--- src/rtl/paralelo_serial_tx.sv ---
// Parallel-to-serial transmit stage: COM preamble after reset, then one byte per 8 clocks.
// Define PARALELO_SERIAL_TX_LSB_FIRST_EN to shift bit0 out first instead of bit7.
module paralelo_serial_tx #(
    parameter logic [7:0] COM_SYMBOL = 8'hBC,
    parameter int         SYNC_COUNT = 4
) (
    input  logic       clk,
    input  logic       reset,
    input  logic [7:0] data_in,
    input  logic       valid_in,
    output logic       ready_out,
    output logic       serial_out,
    output logic       active_out
);

    typedef enum logic {SYNC, ACTIVE} state_t;

    state_t     r_state;
    state_t     w_state_nxt;
    logic [7:0] r_shreg;
    logic [2:0] r_bit_cnt;
    logic [3:0] r_sym_cnt;
    logic       w_load;
    logic       w_accept;
    logic [7:0] w_shift;

    assign w_load     = (r_bit_cnt == 3'd7);
    assign ready_out  = (r_state == ACTIVE) && w_load;
    assign active_out = (r_state == ACTIVE);
    assign w_accept   = ready_out && valid_in;

`ifdef PARALELO_SERIAL_TX_LSB_FIRST_EN
    assign serial_out = r_shreg[0];
    assign w_shift    = {1'b0, r_shreg[7:1]};
`else
    assign serial_out = r_shreg[7];
    assign w_shift    = {r_shreg[6:0], 1'b0};
`endif

    always_comb begin
        w_state_nxt = r_state;
        // Leave SYNC on the load edge that inserts the last preamble COM
        if (r_state == SYNC && w_load && r_sym_cnt == 4'(SYNC_COUNT - 1))
            w_state_nxt = ACTIVE;
    end

    always_ff @(posedge clk) begin
        if (reset) begin
            r_state   <= SYNC;
            r_shreg   <= 8'h00;
            r_bit_cnt <= 3'd7;
            r_sym_cnt <= 4'd0;
        end else begin
            r_state   <= w_state_nxt;
            r_bit_cnt <= r_bit_cnt + 3'd1;
            if (w_load) begin
                r_shreg <= w_accept ? data_in : COM_SYMBOL;
                if (r_state == SYNC)
                    r_sym_cnt <= r_sym_cnt + 4'd1;
            end else begin
                r_shreg <= w_shift;
            end
        end
    end

endmodule
--- config.mk ---
export PLATFORM = sky130hd
export DESIGN_NAME = paralelo_serial_tx
export DESIGN_NICKNAME = d
export VERILOG_FILES = /design/src/rtl/paralelo_serial_tx.sv
export SDC_FILE = /design/constraint.sdc
export NUM_CORES = 1
export LEC_CHECK = 0
export ABC_AREA = 1
export BUFFER_PORTS_ARGS = -buffer_cell sky130_fd_sc_hd__buf_2
export CAP_MARGIN = 20
export CORE_MARGIN = 10
export CORE_UTILIZATION = 45
export CTS_CLUSTER_SIZE = 16
export DETAILED_ROUTE_END_ITERATION = 8
export PLACE_DENSITY_LB_ADDON = 0.25
export SLEW_MARGIN = 20
export SYNTH_ARGS = -nofsm -noshare
export SYNTH_HDL_FRONTEND = slang
export SYNTH_SLANG_ARGS = --single-unit
--- constraint.sdc ---
create_clock -name clk -period 3.72 [get_ports clk]
set_clock_uncertainty 0.15 [all_clocks]
set_input_delay 0.744 -clock clk [delete_from_list [all_inputs] [get_ports clk]]
set_output_delay 0.744 -clock clk [all_outputs]
set_load 0.01 [all_outputs]
Yosys cells after proc, flatten, opt, wreduce, memory -nomap -nowiden
Cells that the tools add are included.
{ "totals": {"regBits": 16, "inputBits": 11, "out_inout_bits": 3, "wordCells": 20} }
{ "op_classes": {"addsub": 2, "eq_ne": 2, "n_mux": 2, "bitwise": 3, "n_reduce_logical": 6} }
{ "ops": {"columns": ["op", "count"], "rows": [
  ["$mux 8", 2],
  ["$add 4x1->4 const B", 1],
  ["$eq 4x2->1 const B", 1],
  ["$logic_and 1x1->1", 4],
  ["$add 3x1->3 const B", 1],
  ["$eq 3x3->1 const B", 1],
  ["$not 1->1", 3],
  ["$reduce_or 3->1", 1],
  ["$reduce_and 2->1", 1]
]} }

Depth between registers and ports, before layout
Gate-level depths: netlist of the first run.
{ "depth": {"word_depth": 5, "ltp_mapped": 8, "ltp_nobuf": 8} }

Worst setup path before layout of the first run
No wires, ideal clock.
{ "synth_path": {"kind": "flip-flop to output port", "from": "reg r_bit_cnt[0]", "to": "out ready_out", "arrival_ns": 0.877, "t_required_ns": 2.826, "setup_slack_ns": 1.949, "stages_incl_launch_ff": 5, "n_path_buf": 0, "path_cell_list": "dfxtp_1 -> ha_1 -> ha_1 -> nand2_1 -> inv_2"} }
{ "synth_via": {"elab_chain_cells": 2} }
{ "synth_lines": {"columns": ["element", "line", "text"], "rows": [
  ["start: declaration", "21", "logic [2:0] r_bit_cnt;"],
  ["start signal: assignment", "55", "r_bit_cnt <= r_bit_cnt + 3'd1;"],
  ["$eq 3x3->1", "27", "assign w_load = (r_bit_cnt == 3'd7);"],
  ["$logic_and 1x1->1", "28", "assign ready_out = (r_state == ACTIVE) && w_load;"],
  ["end: declaration", "11", "output logic ready_out,"]
]} }
Every way passes these cells.

Final worst setup path of the first run
Ends and elaborated chain as after synthesis.

==> reports/metrics.json, run 1 <==
{
  "status": {
    "run_status": "finished clean"
  },
  "placement": {
    "place_hpwl_um": 923,
    "io_buffer_count": 13,
    "globalplace.congestion": 0.702
  },
  "hold_path": {
    "worst_min_delay_path_startpoint": "r_bit_cnt[0]$_SDFF_PP1_",
    "hp-class": "register to register"
  },
  "synthesis": {
    "synth_nets": 88,
    "postSynthRegisterBits": 16,
    "synth_warnings": 0,
    "mappedNetlistArea_um2": 619,
    "postSynthCellCount": 74,
    "fraction_of_the_yosys_area_taken_by_sequential_cells_pct": 51.7,
    "netlist-cell-type-count": 17,
    "post_synthesis_average_cell_area_um2": 8.37
  },
  "global_routing": {
    "maximum_number_of_pins_on_one_net_before_global_route_repair": 10,
    "grt.total_usage_pct": 7.56,
    "first_global_vias": 481,
    "total_congestion_overflow": 0,
    "grt_antenna_before_repair": 0,
    "wire_length_of_the_first_global_routing_pass_um": 1960
  },
  "layout": {
    "nNetsFinal": 105,
    "n_fill_cell": 143,
    "synthToLayoutAreaGrowth_pct": 18.6,
    "num_antenna_cells": 0,
    "multi_input_comb_area_um2": 274,
    "layout_cells_sized_above_1_pct": 31.1,
    "layout.area.seq_um2": 320
  },
  "timing": {
    "max_slew_margin_pct": 84.2,
    "fin_tns_setup_ps": 0,
    "fin_worst_hold_slack_ps": 265,
    "worst-slew-pin-transition_ps": 236,
    "finalHoldViolations": 0,
    "timing.final.setup_violations": 0,
    "timing.fmax_mhz": 443,
    "period_share_pct": 60.7,
    "slew_viol_final": 0,
    "rsz_0062_raised_after_global_routing": "no",
    "post-route-min-period_ps": 2260
  },
  "critical_path": {
    "cp.required_ps": 2830,
    "worst-r2r-setup-slack_ps": 2250,
    "rr_startpoint": "r_bit_cnt[0]$_SDFF_PP1_",
    "critical_path.startpoint": "r_bit_cnt[0]$_SDFF_PP1_",
    "timing_worst_setup_path_type": "register to output port",
    "cp.arrival_ps": 1370,
    "worst_setup_path_start_kind": "register",
    "largest_driver_fanout_on_the_critical_path": 8,
    "endpoint_kind": "output port"
  },
  "power_and_ir_drop": {
    "share_comb_of_total_power_pct": 13.1,
    "switching_fraction_pct": 24.0,
    "p_switching_uw": 84.1,
    "share_seq_of_total_power_pct": 55.2,
    "power.ir.vdd_worst_v": 0.000251,
    "pd_cells_mw_per_mm2": 478,
    "power_leakage_uw": 0.000336,
    "internal-power_uw": 267,
    "clk_network_pwr_share_pct": 31.7
  },
  "floorplan": {
    "die-area_mm2": 0.00326,
    "die_y_um": 57.1,
    "die_width_um": 57.1,
    "std_cell_rows": 13,
    "ios": 14,
    "initial_core_util_pct": 47.6,
    "core-area_mm2": 0.00130
  },
  "drt": {
    "post_drt_wl_per_cell_um": 10.6,
    "route.detailed.drc": 0,
    "num_vias": 494,
    "drt-initial-drc-count": 3,
    "drt_pass1_iterations": 2,
    "detail_route.vias_per_cell": 4.70,
    "totalWireLength_um": 1110,
    "route.antenna.remaining_nets": 0
  },
  "clock_network": {
    "clock-sinks": 16,
    "htree_num_levels": 1,
    "tritoncts.num_buffers": 3,
    "cts.repair.resized": 0,
    "clock_path_buffers": 2,
    "clk-insertion-delay-late_ps": 280,
    "root_buffer": "sky130_fd_sc_hd__clkbuf_4",
    "cts_tree": "yes",
    "cts_post_setup_buffers_inserted": 0,
    "cts_hold_repair.buffers": 0,
    "clkTransAtPathRegs_ps": 100
  },
  "job": {
    "max_cap_violations": 0
  }
}
[cells in the mapped netlist]
master / n / share of area, %
sky130_fd_sc_hd__nor2_1: 17 / 10
sky130_fd_sc_hd__or2_2: 2 / 2.0
sky130_fd_sc_hd__clkinv_2: 1 / 0.81
sky130_fd_sc_hd__nand3b_1: 1 / 1.2
sky130_fd_sc_hd__inv_2: 2 / 1.2
sky130_fd_sc_hd__a21oi_1: 3 / 2.4
sky130_fd_sc_hd__dfxtp_1: 16 / 52
sky130_fd_sc_hd__a21oi_2: 2 / 2.8
sky130_fd_sc_hd__o21ai_0: 6 / 4.8
sky130_fd_sc_hd__nand2_1: 12 / 7.3
sky130_fd_sc_hd__nand2_4: 1 / 1.8
sky130_fd_sc_hd__nor2_4: 1 / 1.8
sky130_fd_sc_hd__nand2_2: 2 / 2.0
sky130_fd_sc_hd__nand3_1: 2 / 1.6
sky130_fd_sc_hd__buf_2: 1 / 0.81
sky130_fd_sc_hd__ha_1: 3 / 6.1
sky130_fd_sc_hd__inv_1: 2 / 1.2
[power by group through the flow]
stage	combinational [uW]	sequential (uW)	clock (uW)
global placement	45.6	197	0
global route	53.6	195	125
finish	45.9	194	111
floorplan	32.0	197	0
CTS	46.5	194	117
detailed placement	45.6	198	0
[per-layer routing]
layer  track usage [%]  vias up  wire (um)
li1                  -      265          -
met1              7.85      218        546
met2              11.2        9        491
met3              3.98        2         63
met4              6.04        0         10
met5                 0        -          0
[cell type report]
class / count / share of cell area [%]
Tap cell: 15 / 2.56
Clock buffer: 4 / 4.94
Sequential cell: 16 / 43.6
Timing Repair Buffer: 13 / 8.86
Inverter: 5 / 2.73
Multi-Input combinational cell: 52 / 37.3
[through the flow]
step / instance area, um2 / instances / power, uW / utilization [%] / worst slack [ps]
after floorplan: 619 / 74 / 229 / - / 1950
after global placement: 698 / 101 / 243 / 53.7 / 1790
after detailed placement: 698 / 101 / 243 / 53.7 / 1770
after CTS: 734 / 105 / 357 / 56.4 / 1440
after global routing: 734 / 105 / 373 / 56.4 / 1340
final: 734 / 105 / 351 / 56.4 / 1460
[critical path, stage by stage, from the launching register on]
cell and delay [ps]:
sky130_fd_sc_hd__dfxtp_1 350, sky130_fd_sc_hd__ha_1 150, sky130_fd_sc_hd__ha_1 280, sky130_fd_sc_hd__nand2_1 100
sky130_fd_sc_hd__inv_2 80, sky130_fd_sc_hd__buf_2 130
[cells in the final DEF (no fill, tap or decap)]
cell                        n
sky130_fd_sc_hd__nand3_1    2
sky130_fd_sc_hd__or2_2      2
sky130_fd_sc_hd__inv_1      2
sky130_fd_sc_hd__inv_2      2
sky130_fd_sc_hd__nand2_2    2
sky130_fd_sc_hd__dfxtp_1   16
sky130_fd_sc_hd__clkbuf_8   1
sky130_fd_sc_hd__a21oi_1    3
sky130_fd_sc_hd__nand2_1   12
sky130_fd_sc_hd__o21ai_0    6
sky130_fd_sc_hd__a21oi_2    2
sky130_fd_sc_hd__nor2_4     1
sky130_fd_sc_hd__ha_1       3
sky130_fd_sc_hd__nor2_1    17
sky130_fd_sc_hd__nand2_4    1
sky130_fd_sc_hd__clkinv_2   1
sky130_fd_sc_hd__buf_2     13
sky130_fd_sc_hd__nand3b_1   1
sky130_fd_sc_hd__clkbuf_4   3
[worst paths after layout]
kind | to | cells after the start
setup / recovery | ready_out | 5
hold / removal | r_bit_cnt[0]$_SDFF_PP1_ | 1
setup reg to reg | r_shreg[6]$_SDFF_PP0_ | 8
hold reg to reg | r_bit_cnt[0]$_SDFF_PP1_ | 1
[state kept, by name, summed over array words and instances (netlist names)]
| signal | cells |
|---|---|
| active_out | 1 |
| r_bit_cnt | 3 |
| r_shreg | 8 |
| r_sym_cnt | 4 |
[logic make-up (layout without fill, tap and decap cells)]
family / after synthesis / in the layout / share of synthesized area, %
adders and majority gates: 3 / 3 / 6.06
buffers and inverters: 6 / 22 / 4.04
DFF: 16 / 16 / 51.7
and+or+nand+nor: 38 / 38 / 28.1
AOI/OAI and AO/OA: 11 / 11 / 10.1
Power figures use the tool's default switching activity.
==> run 2: changes to the inputs <==
Clock period 3.72 ns to 2.25 ns, I/O delays scaled along.
==> reports/metrics.json, run 2 (synthesized netlist as in run 1, its figures left out) <==
{
  "status": {
    "run_status": {"value": "finished clean", "change": "unchanged"}
  },
  "timing": {
    "post-route-min-period_ps": 1960,
    "timing.fmax_mhz": 510,
    "max_slew_margin": {"value": 83.8, "unit": "%", "change": "was 84.2%"},
    "rsz_0062_raised_after_global_routing": {"value": "no", "change": "unchanged"},
    "fin_tns_setup": {"value": 0, "unit": "ps", "change": "unchanged"},
    "period_share_pct": 87.2,
    "finalHoldViolations": {"value": 0, "change": "unchanged"},
    "timing.final.setup_violations": {"value": 0, "change": "unchanged"},
    "worst-slew-pin-transition": {"value": 243, "unit": "ps", "change": "was 236 ps"},
    "slew_viol_final": {"value": 0, "change": "unchanged"}
  },
  "floorplan": {
    "die_width": {"value": 57.1, "unit": "um", "change": "unchanged"},
    "initial_core_util": {"value": 47.6, "unit": "%", "change": "unchanged"},
    "core-area": {"value": 0.00130, "unit": "mm2", "change": "unchanged"},
    "die-area": {"value": 0.00326, "unit": "mm2", "change": "unchanged"},
    "ios": {"value": 14, "change": "unchanged"},
    "die_y": {"value": 57.1, "unit": "um", "change": "unchanged"},
    "std_cell_rows": {"value": 13, "change": "unchanged"}
  },
  "global_routing": {
    "grt.total_usage": {"value": 7.10, "unit": "%", "change": "was 7.56%"},
    "grt_antenna_before_repair": {"value": 0, "change": "unchanged"},
    "wire_length_of_the_first_global_routing_pass": {"value": 1900, "unit": "um", "change": "was 1960 um"},
    "total_congestion_overflow": {"value": 0, "change": "unchanged"},
    "maximum_number_of_pins_on_one_net_before_global_route_repair": {"value": 10, "change": "unchanged"},
    "first_global_vias": {"value": 471, "change": "was 481"}
  },
  "drt": {
    "post_drt_wl_per_cell": {"value": 10.5, "unit": "um", "change": "was 10.6 um"},
    "totalWireLength": {"value": 1100, "unit": "um", "change": "was 1110 um"},
    "detail_route.vias_per_cell": {"value": 4.62, "change": "was 4.70"},
    "route.antenna.remaining_nets": {"value": 0, "change": "unchanged"},
    "drt_pass1_iterations": {"value": 3, "change": "was 2"},
    "drt-initial-drc-count": {"value": 2, "change": "was 3"},
    "route.detailed.drc": {"value": 0, "change": "unchanged"},
    "num_vias": {"value": 485, "change": "was 494"}
  },
  "critical_path": {
    "cp.required": {"value": 1650, "unit": "ps", "change": "was 2830 ps"},
    "r2r.worst_path.cells": {"value": 8, "change": "unchanged"},
    "cp.arrival": {"value": 1360, "unit": "ps", "change": "was 1370 ps"},
    "critPathSlowestCell": {"value": "sky130_fd_sc_hd__dfxtp_1", "change": "unchanged"},
    "critical_path.startpoint": {"value": "r_bit_cnt[0]$_SDFF_PP1_", "change": "unchanged"},
    "worst-r2r-setup-slack": {"value": 780, "unit": "ps", "change": "was 2250 ps"},
    "cp-endpoint": {"value": "ready_out", "change": "unchanged"},
    "largest_driver_fanout_on_the_critical_path": {"value": 8, "change": "unchanged"},
    "critical_path.reg2reg.endpoint": {"value": "r_shreg[6]$_SDFF_PP0_", "change": "unchanged"},
    "critical_path.cell_chain": {"value": "ha_1, ha_1, nand2_1, inv_2, buf_2", "change": "unchanged"},
    "worst_setup_path_start_kind": {"value": "register", "change": "unchanged"},
    "max_stage_delay": {"value": 340, "unit": "ps", "change": "was 350 ps"},
    "timing_worst_setup_path_type": {"value": "register to output port", "change": "unchanged"},
    "rr_startpoint": {"value": "r_bit_cnt[0]$_SDFF_PP1_", "change": "unchanged"},
    "endpoint_kind": {"value": "output port", "change": "unchanged"},
    "crit_top_cell": {"value": "sky130_fd_sc_hd__ha_1", "change": "unchanged"}
  },
  "clock_network": {
    "clk-insertion-delay-late": {"value": 270, "unit": "ps", "change": "was 280 ps"},
    "cts.repair.resized": {"value": 0, "change": "unchanged"},
    "clock-sinks": {"value": 16, "change": "unchanged"},
    "root_buffer": {"value": "sky130_fd_sc_hd__clkbuf_4", "change": "unchanged"},
    "tritoncts.num_buffers": {"value": 3, "change": "unchanged"},
    "cts_hold_repair.buffers": {"value": 0, "change": "unchanged"},
    "cts_post_setup_buffers_inserted": {"value": 0, "change": "unchanged"},
    "htree_num_levels": {"value": 1, "change": "unchanged"},
    "clkTransAtPathRegs": {"value": 90, "unit": "ps", "change": "was 100 ps"},
    "clock_path_buffers": {"value": 2, "change": "unchanged"},
    "cts_tree": {"value": "yes", "change": "unchanged"}
  },
  "job": {
    "max_cap_violations": {"value": 0, "change": "unchanged"}
  },
  "layout": {
    "synthToLayoutAreaGrowth": {"value": 18.6, "unit": "%", "change": "unchanged"},
    "final_cell_mix": {"value": "17 x sky130_fd_sc_hd__nor2_1, 16 x sky130_fd_sc_hd__dfxtp_1, 13 x sky130_fd_sc_hd__buf_2, 12 x sky130_fd_sc_hd__nand2_1, 6 x sky130_fd_sc_hd__o21ai_0", "change": "unchanged"},
    "layout_cells_sized_above_1": {"value": 31.1, "unit": "%", "change": "unchanged"},
    "largest_register_ffs": {"value": 8, "change": "unchanged"},
    "most_common_cell_after_layout_fill_and_taps_aside": {"value": "sky130_fd_sc_hd__nor2_1", "change": "unchanged"},
    "layout_top_registers": {"value": "r_shreg: 8 flops, r_sym_cnt: 4 flops, r_bit_cnt: 3 flops", "change": "unchanged"},
    "num_antenna_cells": {"value": 0, "change": "unchanged"},
    "nNetsFinal": {"value": 105, "change": "unchanged"},
    "top_register": {"value": "r_shreg", "change": "unchanged"},
    "n_fill_cell": {"value": 138, "change": "was 143"}
  },
  "power_and_ir_drop": {
    "power_leakage": {"value": 0.000336, "unit": "uW", "change": "unchanged"},
    "pd_cells": {"value": 786, "unit": "mW/mm2", "change": "was 478 mW/mm2"},
    "total_power": {"value": 577, "unit": "uW", "change": "was 351 uW"},
    "power.ir.vdd_worst": {"value": 0.000430, "unit": "V", "change": "was 0.000251 V"}
  },
  "placement": {
    "io_buffer_count": {"value": 13, "change": "unchanged"},
    "globalplace.congestion": {"value": 0.743, "change": "was 0.702"}
  },
  "hold_path": {
    "hp-class": {"value": "input pin to register", "change": "was register to register"}
  }
}
[run 2: cell counts in the layout (fill, tap and decap cells not counted)]
Identical to the previous run, type by type.
[run 2: layer usage]
metal	share of wire [%]	up-vias	GRT usage (%)
li1	-	267	-
met1	54	207	8.29
met2	40	9	11.0
met3	4.6	2	2.43
met4	0.91	0	4.03
met5	0	-	0
[run 2: worst min path at each step]
stage | slack, ps | depth (start not counted) | to | start
finish | 230 | 3 | r_shreg[4]$_SDFF_PP0_ | data_in[4]
floorplan | 220 | 1 | r_bit_cnt[0]$_SDFF_PP1_ | r_bit_cnt[0]$_SDFF_PP1_
global route | 220 | 3 | r_shreg[4]$_SDFF_PP0_ | data_in[4]
CTS | 220 | 3 | r_shreg[4]$_SDFF_PP0_ | data_in[4]
global placement | 230 | 1 | r_bit_cnt[0]$_SDFF_PP1_ | r_bit_cnt[0]$_SDFF_PP1_
detailed placement | 230 | 1 | r_bit_cnt[0]$_SDFF_PP1_ | r_bit_cnt[0]$_SDFF_PP1_
[run 2: area by class of cell]
class / instances / area [um2] / share of cell area, %
sequential: 16 / 320 / 43.6
multi-input combinational: 52 / 274 / 37.3
timing repair buffer: 13 / 65.1 / 8.86
clock buffer: 4 / 36.3 / 4.94
inverter: 5 / 20.0 / 2.73
tap: 15 / 18.8 / 2.56
[run 2: worst max-delay path, delay by kind of cell, from the launching register on]
family	cells	cell delay, ps
adder cells (fa/ha/maj)	2	430
buffers and inverters	2	210
flip-flops	1	340
AND/OR/NAND/NOR	1	100
[run 2: through the flow]
| step | utilization (%) | instance area [um2] | cells | setup slack, ps | hold slack [ps] |
|---|---|---|---|---|---|
| global route | 56.4 | 734 | 105 | 164 | 223 |
| global placement | 53.7 | 698 | 101 | 607 | 230 |
| detailed placement | 53.7 | 698 | 101 | 586 | 234 |
| finish | 56.4 | 734 | 105 | 289 | 229 |
| CTS | 56.4 | 734 | 105 | 267 | 224 |
| floorplan | - | 619 | 74 | 773 | 221 |
[run 2: power by group]
part / internal, uW / leakage, uW / switching [uW]
clock network: 98.3 / 0.0000210 / 83.5
logic: 33.1 / 0.000183 / 42.8
registers: 309 / 0.000132 / 10.1
==> run 3: changes to the inputs <==
Settings changed: CORE_MARGIN 10 to 3.
==> reports/metrics.json, run 3 (synthesized netlist as in run 1, its figures left out) <==
{
  "drt": {
    "detail_route.vias_per_cell": {"value": 4.92, "change": "was 4.62"},
    "post_drt_wl_per_cell": {"value": 10.2, "unit": "um", "change": "was 10.5 um"},
    "drt-initial-drc-count": {"value": 6, "change": "was 2"},
    "drt_pass1_iterations": {"value": 4, "change": "was 3"},
    "route.detailed.drc": {"value": 0, "change": "unchanged"},
    "totalWireLength": {"value": 1060, "unit": "um", "change": "was 1100 um"},
    "num_vias": {"value": 512, "change": "was 485"},
    "route.antenna.remaining_nets": {"value": 0, "change": "unchanged"}
  },
  "critical_path": {
    "endpoint_kind": {"value": "output port", "change": "unchanged"},
    "largest_driver_fanout_on_the_critical_path": {"value": 8, "change": "unchanged"},
    "worst_setup_path_start_kind": {"value": "register", "change": "unchanged"},
    "cp.required": {"value": 1650, "unit": "ps", "change": "about the same"},
    "cp.arrival": {"value": 1380, "unit": "ps", "change": "was 1360 ps"},
    "timing_worst_setup_path_type": {"value": "register to output port", "change": "unchanged"}
  },
  "layout": {
    "largest_register_ffs": {"value": 8, "change": "unchanged"},
    "final_cell_mix": {"value": "17 x sky130_fd_sc_hd__nor2_1, 16 x sky130_fd_sc_hd__dfxtp_1, 13 x sky130_fd_sc_hd__buf_2, 12 x sky130_fd_sc_hd__nand2_1, 6 x sky130_fd_sc_hd__o21ai_0", "change": "unchanged"},
    "num_antenna_cells": {"value": 0, "change": "unchanged"},
    "nNetsFinal": {"value": 105, "change": "unchanged"},
    "finalCoreUtilization": {"value": 61.0, "unit": "%", "change": "was 56.4%"},
    "layout_cells_sized_above_1": {"value": 31.1, "unit": "%", "change": "unchanged"},
    "finalInstanceArea": {"value": 733, "unit": "um2", "change": "was 734 um2"},
    "most_common_cell_after_layout_fill_and_taps_aside": {"value": "sky130_fd_sc_hd__nor2_1", "change": "unchanged"},
    "synthToLayoutAreaGrowth": {"value": 18.4, "unit": "%", "change": "was 18.6%"},
    "top_register": {"value": "r_shreg", "change": "unchanged"},
    "layout_top_registers": {"value": "r_shreg: 8 flops, r_sym_cnt: 4 flops, r_bit_cnt: 3 flops", "change": "unchanged"}
  },
  "floorplan": {
    "initial_core_util": {"value": 51.6, "unit": "%", "change": "was 47.6%"},
    "die_y": {"value": 43.1, "unit": "um", "change": "was 57.1 um"},
    "std_cell_rows": {"value": 12, "change": "was 13"},
    "core-area": {"value": 0.00120, "unit": "mm2", "change": "was 0.00130 mm2"},
    "die_width": {"value": 43.1, "unit": "um", "change": "was 57.1 um"},
    "die-area": {"value": 0.00186, "unit": "mm2", "change": "was 0.00326 mm2"},
    "ios": {"value": 14, "change": "unchanged"}
  },
  "clock_network": {
    "cts.repair.resized": {"value": 0, "change": "unchanged"},
    "root_buffer": {"value": "sky130_fd_sc_hd__clkbuf_4", "change": "unchanged"},
    "cts_post_setup_buffers_inserted": {"value": 0, "change": "unchanged"},
    "clock-sinks": {"value": 16, "change": "unchanged"},
    "clkTransAtPathRegs": {"value": 90, "unit": "ps", "change": "about the same"},
    "tritoncts.num_buffers": {"value": 3, "change": "unchanged"},
    "cts_tree": {"value": "yes", "change": "unchanged"},
    "htree_num_levels": {"value": 1, "change": "unchanged"},
    "clk-insertion-delay-late": {"value": 280, "unit": "ps", "change": "was 270 ps"},
    "clock_path_buffers": {"value": 2, "change": "unchanged"},
    "cts_hold_repair.buffers": {"value": 0, "change": "unchanged"}
  },
  "job": {
    "max_cap_violations": {"value": 0, "change": "unchanged"}
  },
  "global_routing": {
    "total_congestion_overflow": {"value": 0, "change": "unchanged"},
    "wire_length_of_the_first_global_routing_pass": {"value": 1870, "unit": "um", "change": "was 1900 um"},
    "grt_antenna_before_repair": {"value": 0, "change": "unchanged"},
    "maximum_number_of_pins_on_one_net_before_global_route_repair": {"value": 10, "change": "unchanged"},
    "grt.total_usage": {"value": 13.1, "unit": "%", "change": "was 7.10%"},
    "first_global_vias": {"value": 457, "change": "was 471"}
  },
  "timing": {
    "timing.fmax": {"value": 504, "unit": "MHz", "change": "was 510 MHz"},
    "worst-slew-pin-transition": {"value": 271, "unit": "ps", "change": "was 243 ps"},
    "rsz_0062_raised_after_global_routing": {"value": "no", "change": "unchanged"},
    "finalHoldViolations": {"value": 0, "change": "unchanged"},
    "max_slew_margin": {"value": 81.9, "unit": "%", "change": "was 83.8%"},
    "fin_tns_setup": {"value": 0, "unit": "ps", "change": "unchanged"},
    "timing.final.setup_violations": {"value": 0, "change": "unchanged"},
    "slew_viol_final": {"value": 0, "change": "unchanged"},
    "period_share": {"value": 88.1, "unit": "%", "change": "was 87.2%"},
    "post-route-min-period": {"value": 1980, "unit": "ps", "change": "was 1960 ps"}
  },
  "placement": {
    "globalplace.congestion": {"value": 0.728, "change": "was 0.743"},
    "place_area": {"value": 697, "unit": "um2", "change": "was 698 um2"},
    "io_buffer_count": {"value": 13, "change": "unchanged"}
  },
  "power_and_ir_drop": {
    "pd_cells": {"value": 792, "unit": "mW/mm2", "change": "was 786 mW/mm2"},
    "power.ir.vdd_worst": {"value": 0.000518, "unit": "V", "change": "was 0.000430 V"},
    "power_leakage": {"value": 0.000336, "unit": "uW", "change": "unchanged"},
    "total_power": {"value": 581, "unit": "uW", "change": "was 577 uW"}
  },
  "hold_path": {
    "hp-class": {"value": "input pin to register", "change": "unchanged"}
  },
  "status": {
    "run_status": {"value": "finished clean", "change": "unchanged"}
  }
}
[run 3: final timing paths]
check                               start                      end  slack [ps]  cells after the start
setup / recovery  r_bit_cnt[0]$_SDFF_PP1_                ready_out         270                      5
hold / removal                 data_in[3]    r_shreg[3]$_SDFF_PP0_         230                      3
setup reg to reg  r_bit_cnt[0]$_SDFF_PP1_    r_shreg[1]$_SDFF_PP0_         760                      8
hold reg to reg   r_bit_cnt[0]$_SDFF_PP1_  r_bit_cnt[0]$_SDFF_PP1_         250                      1
[run 3: final cells by class]
class                           instances  area [um2]
Fill cell                             112         468
Sequential cell                        16         320
Multi-Input combinational cell         52         274
Timing Repair Buffer                   13        65.1
Clock buffer                            4        36.3
Inverter                                5        20.0
Tap cell                               14        17.5
[run 3: power breakdown]
part | internal (uW) | switching, uW
logic | 32.9 | 43.5
clock network | 98.4 | 85.8
registers | 309 | 10.6
total | 441 | 140
[run 3: critical path, cell delays in order, from the launching register on]
cell and delay [ps]:
sky130_fd_sc_hd__dfxtp_1 340, sky130_fd_sc_hd__ha_1 140, sky130_fd_sc_hd__ha_1 300, sky130_fd_sc_hd__nand2_1 110, sky130_fd_sc_hd__inv_2 80, sky130_fd_sc_hd__buf_2 130
[run 3: routing by layer]
metal  track usage (%)  up-vias  part of all wire [%]
li1                  -      266                     -
met1              17.6      231                    48
met2              19.2       11                    45
met3              2.54        4                   5.1
met4              7.23        0                   1.8
met5                 0        -                     0
[run 3: per-stage QoR]
step	hold slack [ps]	std cells	setup WS, ps
6_report	230	104	268
5_1_grt	239	104	173
4_1_cts	228	104	245
3_5_place_dp	233	100	578
3_3_place_gp	231	100	610
2_1_floorplan	221	74	773
